--- src/rtl/dsp_mac_sequencer.sv ---
// Operand feeder for a DSP48A1 wrapper: streams A/B pairs into the multiplier,
// steers OPMODE so P accumulates a per-frame dot product, then captures P as a result.
module dsp_mac_sequencer #(
  parameter int DSP_LAT  = 4,
  parameter int OPM_SKEW = 2
) (
  input  logic        CLK,
  input  logic        RSTN,
  input  logic        in_valid,
  output logic        in_ready,
  input  logic [17:0] in_a,
  input  logic [17:0] in_b,
  input  logic        in_last,
  output logic [17:0] A,
  output logic [17:0] B,
  output logic [17:0] D,
  output logic [47:0] C,
  output logic        CARRYIN,
  output logic [7:0]  OPMODE,
  output logic        dsp_rst,
  input  logic [47:0] P,
  output logic        res_valid,
  input  logic        res_ready,
  output logic [47:0] res_data,
  output logic [15:0] res_count,
  output logic [1:0]  o_dbg_state
);

  // Handshakes: a pair moves on an edge where in_valid && in_ready; the result
  // is consumed on an edge where res_valid && res_ready. in_ready never depends on in_valid.

  localparam int CW = $clog2(DSP_LAT + 1);

  localparam logic [7:0] OPM_IDLE  = 8'b0000_0000;
  localparam logic [7:0] OPM_FIRST = 8'b0000_0001;
  localparam logic [7:0] OPM_ACC   = 8'b0000_1001;
  localparam logic [7:0] OPM_HOLD  = 8'b0000_1000;

  typedef enum logic [1:0] {
    S_IDLE  = 2'd0,
    S_RUN   = 2'd1,
    S_DRAIN = 2'd2
  } state_t;

  state_t      r_state;
  state_t      w_next;
  logic        w_in_ready;
  logic        w_accept;
  logic        w_capture;
  logic [7:0]  w_opc;
  logic [17:0] r_a;
  logic [17:0] r_b;
  logic [7:0]  r_opc;
  logic [7:0]  r_opq [OPM_SKEW];
  logic [CW-1:0] r_cnt;
  logic        r_res_valid;
  logic [47:0] r_res_data;
  logic [15:0] r_res_count;

  assign w_accept  = in_valid && w_in_ready;
  assign w_capture = (r_state == S_DRAIN) && (r_cnt == '0);

  always_ff @(posedge CLK) begin
    if (!RSTN) r_state <= S_IDLE;
    else       r_state <= w_next;
  end

  always_comb begin
    w_next = r_state;
    case (r_state)
      S_IDLE:  if (w_accept) w_next = in_last ? S_DRAIN : S_RUN;
      S_RUN:   if (w_accept && in_last) w_next = S_DRAIN;
      S_DRAIN: if (r_cnt == '0) w_next = S_IDLE;
      default: w_next = S_IDLE;
    endcase
  end

  // Bubbles in RUN issue HOLD so the accumulator survives gaps in the stream.
  always_comb begin
    w_in_ready = 1'b0;
    w_opc      = OPM_IDLE;
    case (r_state)
      S_IDLE: begin
        w_in_ready = RSTN && !r_res_valid;
        w_opc      = (in_valid && RSTN && !r_res_valid) ? OPM_FIRST : OPM_IDLE;
      end
      S_RUN: begin
        w_in_ready = RSTN;
        w_opc      = in_valid ? OPM_ACC : OPM_HOLD;
      end
      S_DRAIN: w_opc = OPM_HOLD;
      default: w_opc = OPM_IDLE;
    endcase
  end

  always_ff @(posedge CLK) begin
    if (!RSTN) begin
      r_a         <= '0;
      r_b         <= '0;
      r_opc       <= OPM_IDLE;
      for (int i = 0; i < OPM_SKEW; i++) r_opq[i] <= OPM_IDLE;
      r_cnt       <= '0;
      r_res_valid <= 1'b0;
      r_res_data  <= '0;
      r_res_count <= '0;
    end else begin
      r_a   <= w_accept ? in_a : 18'd0;
      r_b   <= w_accept ? in_b : 18'd0;
      // r_opc lines up with A/B; the queue then delays it by OPM_SKEW edges.
      r_opc <= w_opc;
      r_opq[0] <= r_opc;
      for (int i = 1; i < OPM_SKEW; i++) r_opq[i] <= r_opq[i-1];
      if (r_state != S_DRAIN && w_next == S_DRAIN) r_cnt <= CW'(DSP_LAT);
      else if (r_state == S_DRAIN && r_cnt != '0)  r_cnt <= r_cnt - CW'(1);
      if (w_accept) begin
        if (r_state == S_IDLE)            r_res_count <= 16'd1;
        else if (r_res_count != 16'hFFFF) r_res_count <= r_res_count + 16'd1;
      end
      if (w_capture) begin
        r_res_valid <= 1'b1;
        r_res_data  <= P;
      end else if (r_res_valid && res_ready) begin
        r_res_valid <= 1'b0;
      end
    end
  end

  assign in_ready    = w_in_ready;
  assign A           = r_a;
  assign B           = r_b;
  assign D           = 18'd0;
  assign C           = 48'd0;
  assign CARRYIN     = 1'b0;
  assign OPMODE      = r_opq[OPM_SKEW-1];
  assign dsp_rst     = !RSTN;
  assign res_valid   = r_res_valid;
  assign res_data    = r_res_data;
  assign res_count   = r_res_count;
  assign o_dbg_state = r_state;

endmodule

--- config.mk ---
export PLATFORM = sky130hd
export DESIGN_NAME = dsp_mac_sequencer
export DESIGN_NICKNAME = d
export VERILOG_FILES = /design/src/rtl/dsp_mac_sequencer.sv
export SDC_FILE = /design/constraint.sdc
export NUM_CORES = 1
export LEC_CHECK = 0
export CAP_MARGIN = 20
export CORE_ASPECT_RATIO = 0.7
export CORE_MARGIN = 2
export CORE_UTILIZATION = 40
export DETAILED_ROUTE_END_ITERATION = 16
export HOLD_SLACK_MARGIN = 0.08
export PLACE_DENSITY_LB_ADDON = 0.08
export REMOVE_ABC_BUFFERS = 1
export SETUP_SLACK_MARGIN = 0.02
export SLEW_MARGIN = 20
export SYNTH_ARGS = -nofsm -noshare
export SYNTH_HDL_FRONTEND = slang
export SYNTH_SLANG_ARGS = --single-unit
--- constraint.sdc ---
create_clock -name CLK -period 4.02 [get_ports CLK]
set_input_delay 0.402 -clock CLK [delete_from_list [all_inputs] [get_ports CLK]]
set_output_delay 0.402 -clock CLK [all_outputs]
set_load 0.02 [all_outputs]
; ---- Word-level counts from Yosys, hierarchy flattened
; Memories as Yosys holds them, arrays and structs flattened.
; Cells that the tools add are included.
[totals]
input_bits = 89
out_inout_bits = 180
n_memories = 1
ram_bits = 16
ff_bits = 114
[op_classes]
eq_ne = 5
n_bitwise = 3
n_addsub = 2
n_mux = 19
reduce_logical = 20
[memory_table]
columns = name, depth, word_bits, rd, rd_ports_with_merged_regs, write_ports, line
row1 = r_opq, 2, 8, 2, 0, 2, 54  ; logic [7:0] r_opq [OPM_SKEW];
[op_table]
columns = operator, count
row1 = 16-bit 2-to-1 mux, 2
row2 = "16-bit by 1-bit adder with 16-bit output, second input constant", 1
row3 = 8-bit 2-to-1 mux, 2
row4 = "16-bit != test, second input constant", 1
row5 = 4-bit one-hot mux with 3 select lines, 1
row6 = 1-bit logical AND, 9
row7 = 2-bit 2-to-1 mux, 4
row8 = 1-bit 2-to-1 mux, 6
row9 = 3-bit 2-to-1 mux, 2
row10 = 2-bit one-hot mux with 3 select lines, 1
row11 = 2-bit nonzero test, 3
row12 = "2-bit == test, second input constant", 2
row13 = 2-bit AND reduction, 2
row14 = 3-bit logical NOT, 1
row15 = 3-bit nonzero test, 1
row16 = "3-bit by 1-bit subtractor with 3-bit output, second input constant", 1
row17 = "2-bit by 1-bit == test with 1-bit output, second input constant", 1
row18 = 1-bit logical NOT, 2
row19 = 2-bit logical NOT, 1
row20 = "2-bit != test, second input constant", 1
row21 = 1-bit bitwise OR, 2
row22 = 1-bit one-hot mux with 2 select lines, 1
row23 = 2-bit OR reduction, 1
row24 = 1-bit NOT, 1

; ---- Longest topological paths before layout
[depth]
ltp_word = 10
depth_mapped = 9

; ---- Worst setup path after synthesis
; No wires, ideal clock.
[synth_path]
kind = register to register
start = register r_state[0] (netlist: o_dbg_state[0])
end = register r_res_count[2] (netlist: res_count[2])
path_buffers = 1
setup_ns = 0.118
stages_incl_launch_ff = 9
required_ns = 3.902
setup_slack_ns = 1.961
arrival_ns = 1.940
path_cell_list = dfxtp_1 > inv_1 > ha_1 > buf_6 > or2b_2 > nor4_4 > a211oi_1 > xnor2_1 > nor2_1
[synth_via]
elab_chain_len = 4
[synth_rtl]
columns = item, line
row1 = "start, declared", 45  ; state_t r_state;
row2 = "start signal, assigned", 65  ; else r_state <= w_next;
row3 = 2-bit by 1-bit == test with 1-bit output or 2-bit logical NOT (tied branches), "82, 116"
row4 = 1-bit one-hot mux with 2 select lines, 82  ; case (r_state)
row5 = 1-bit logical AND, 60  ; assign w_accept = in_valid && w_in_ready;
row6 = 2-bit AND reduction (no line), n/a
row7 = "end signal, assigned", 117  ; else if (r_res_count != 16'hFFFF) r_res_count <= r_res_count + 16'd1;
row8 = "end, declared", 58  ; logic [15:0] r_res_count;
; Parallel ways exist; a longest one is shown, timed or not.
; A chain may end at the register's enable or synchronous reset.

; ---- Worst setup path after layout
[layout_path]
start = register r_state[0] (netlist: o_dbg_state[0])
end = output in_ready
[layout_via]
elab_chain_len = 2
[layout_rtl]
columns = item, line
row1 = 2-bit by 1-bit == test with 1-bit output or 2-bit logical NOT (tied branches), 82
row2 = 1-bit one-hot mux with 2 select lines *, 82
row3 = "end, declared", 10  ; output logic in_ready,
; Every way passes the cells marked *; elsewhere a longest branch is shown, timed or not.

==> run metrics <==
status finished, final reports clean; htree depth 3; Die Wd 133 um; hold_sp r_opc[3]; CTS root buffer clkbuf_16; pwr dens 385 mW/mm^2; clk sinks 112; clock slew at the register clock pins of the worst setup and hold paths 0.07 ns; worst hold margin 0.433 ns; non-filler instance count after layout 867; routability cong. 0.856; count leader, synth dfxtp_1; CTS tree yes; critical path data arrival time 2.28 ns; largest net degree at the start of global routing 51; Vias/cell 4.44; detailed-route via count 3853; fmax 0.373 GHz; GRT Total Usage 0.179; Synth Warn # 0; post-detail-place hpwl 8630 um; post-synth cell types 47; min cycle time layout 2.68 ns; EDFF count, synth 0; core area 0.0112 mm^2; post-route ant nets 0; synth top area cells dfxtp_1, buf_4, nand2_1; Syn Inst Count 528; Area growth, synth to finish 44.2%; Crit. End Element output port; Clock Path Buffers 2; Slew Viols, Final 0; GRT Residual Overflow 0; ant diodes 0; die height 94.3 um; reg2reg start o_dbg_state[0]; first-pass GRT wire length 17700 um; async set-reset flop share out of synthesis 0; unrepaired setup endpoints after global routing no; Crit. path cell count 6; slowest CP cell clkdlybuf4s50_1; clock skew 0.00776 ns; Synth top cells by count dfxtp_1, nand2_1, buf_4; worst reg2reg path depth 7; Resize count post-CTS 0; Row Count 32; post-synth top area cell dfxtp_1; Post-Syn Area 0.00466 mm^2; TritonRoute pass-1 iters 4; Yosys top cell area share 0.481; routed len/inst 13.6 um; beginning of the critical path o_dbg_state[0]; # setup viols final 0; sequential share of the synthesized area 0.481; Total Routed Length 11800 um; VDD IR max 0.000230 V; Max Cap Viol 0; Initial Util 0.417; Hold Path Depth 1; Worst-Skew Late Latency 0.35 ns; initial antenna violation count 0; min-delay worst type reg -> reg; port buffer count 195; share of layout cells above drive strength 1 0.0434; TNS Setup 0 ns; Crit path largest cell delay 0.54 ns; Worst EP required 3.62 ns; CP cell instances inv_1, ha_1, and3b_4, nor2_1, nor2_1, clkdlybuf4s50_1; IO Count 269; DRT iter0 DRCs 143; actual slew at the worst max-slew pin 0.936 ns; crit path buf inv count 2; CTS Buf Count 9; FF+latch count, synth 112; Final Hold Fails 0; placed cells 850; Post-CTS Hold Fix Bufs 0; setup bufs post-CTS 0; fin nets 806; Slew headroom 0.376; family with the most delay on the worst path buffers and inverters; WS Path Type reg -> out; DRC errors left 0; most frequent CP cell nor2_1; P_leak 2.53 nW; Primary FF master, synth dfxtp_1; CP max FO 9; Mean Syn Cell Area 8.82 um^2; vias in the first global route 3507; Final Cycle Share 0.667; Setup crit start kind register; die area 0.0125 mm^2
==> registers in the layout, summed over array words and instances, names as in the netlist <==
name	flops
res_data	48
A	18
B	18
res_count	16
r_opq	4
r_cnt	3
o_dbg_state	2
r_opc	2
res_valid	1
==> metal layers <==
| metal | GRT usage | part of all wire | vias to the layer above |
|---|---|---|---|
| met5 | 0 | 0 | - |
| met4 | 0.0466 | 0.017 | 0 |
| met3 | 0.0507 | 0.062 | 16 |
| met2 | 0.321 | 0.49 | 157 |
| met1 | 0.211 | 0.43 | 1766 |
| li1 | - | - | 1914 |
==> metrics by stage <==
step,util,cell area [um^2],power [mW],setup WS [ns]
4_1_cts,0.600,6700,2.61,1.35
5_1_grt,0.601,6720,2.70,1.20
6_report,0.601,6720,2.58,1.34
2_1_floorplan,-,4240,1.49,1.34
3_5_place_dp,0.574,6410,1.75,1.55
3_3_place_gp,0.574,6410,1.74,1.56
==> report_power, final <==
group,leakage [nW],switching (mW),internal [mW],total [mW]
logic,1.48,0.292,0.235,0.527
registers,0.909,0.0269,1.17,1.20
clock network,0.140,0.415,0.445,0.861
total,2.53,0.734,1.85,2.58
==> layout make-up <==
cell class,count,area (um^2)
sequential,112,2240
tap,153,191
multi-input combinational,380,1980
timing repair buffer,198,1990
clock buffer,10,239
fill,970,4450
clock inverter,6,51.3
inverter,8,30.0
==> kinds of logic after synthesis <==
kind of cell | share of synthesized area
other | 0.000805
buffers and inverters | 0.154
XOR/XNOR | 0.0282
adder cells (fa/ha/maj) | 0.0215
AO/OA/AOI/OAI | 0.0843
multiplexers | 0.00215
flip-flops | 0.481
AND/OR/NAND/NOR | 0.228
==> final timing paths <==
| path | slack [ns] | to |
|---|---|---|
| setup / recovery | 1.34 | in_ready |
| hold / removal | 0.43 | r_opq[0][3] |
| setup reg to reg | 1.80 | res_count[5] |
| hold reg to reg | 0.43 | r_opq[0][3] |
==> cell usage in the layout, fill, tap and decap left out, types with 5 or more instances in the layout <==
master and n:
clkdlybuf4s50_1 195, dfxtp_1 112, nand2_1 107, conb_1 73
a21oi_1 54, and2_1 42, nor2_1 21, xnor2_1 13
clkbuf_16 9, ha_1 8, inv_1 7, nand3_1 6
a211oi_1 5
(Power assumes the default switching activity.)
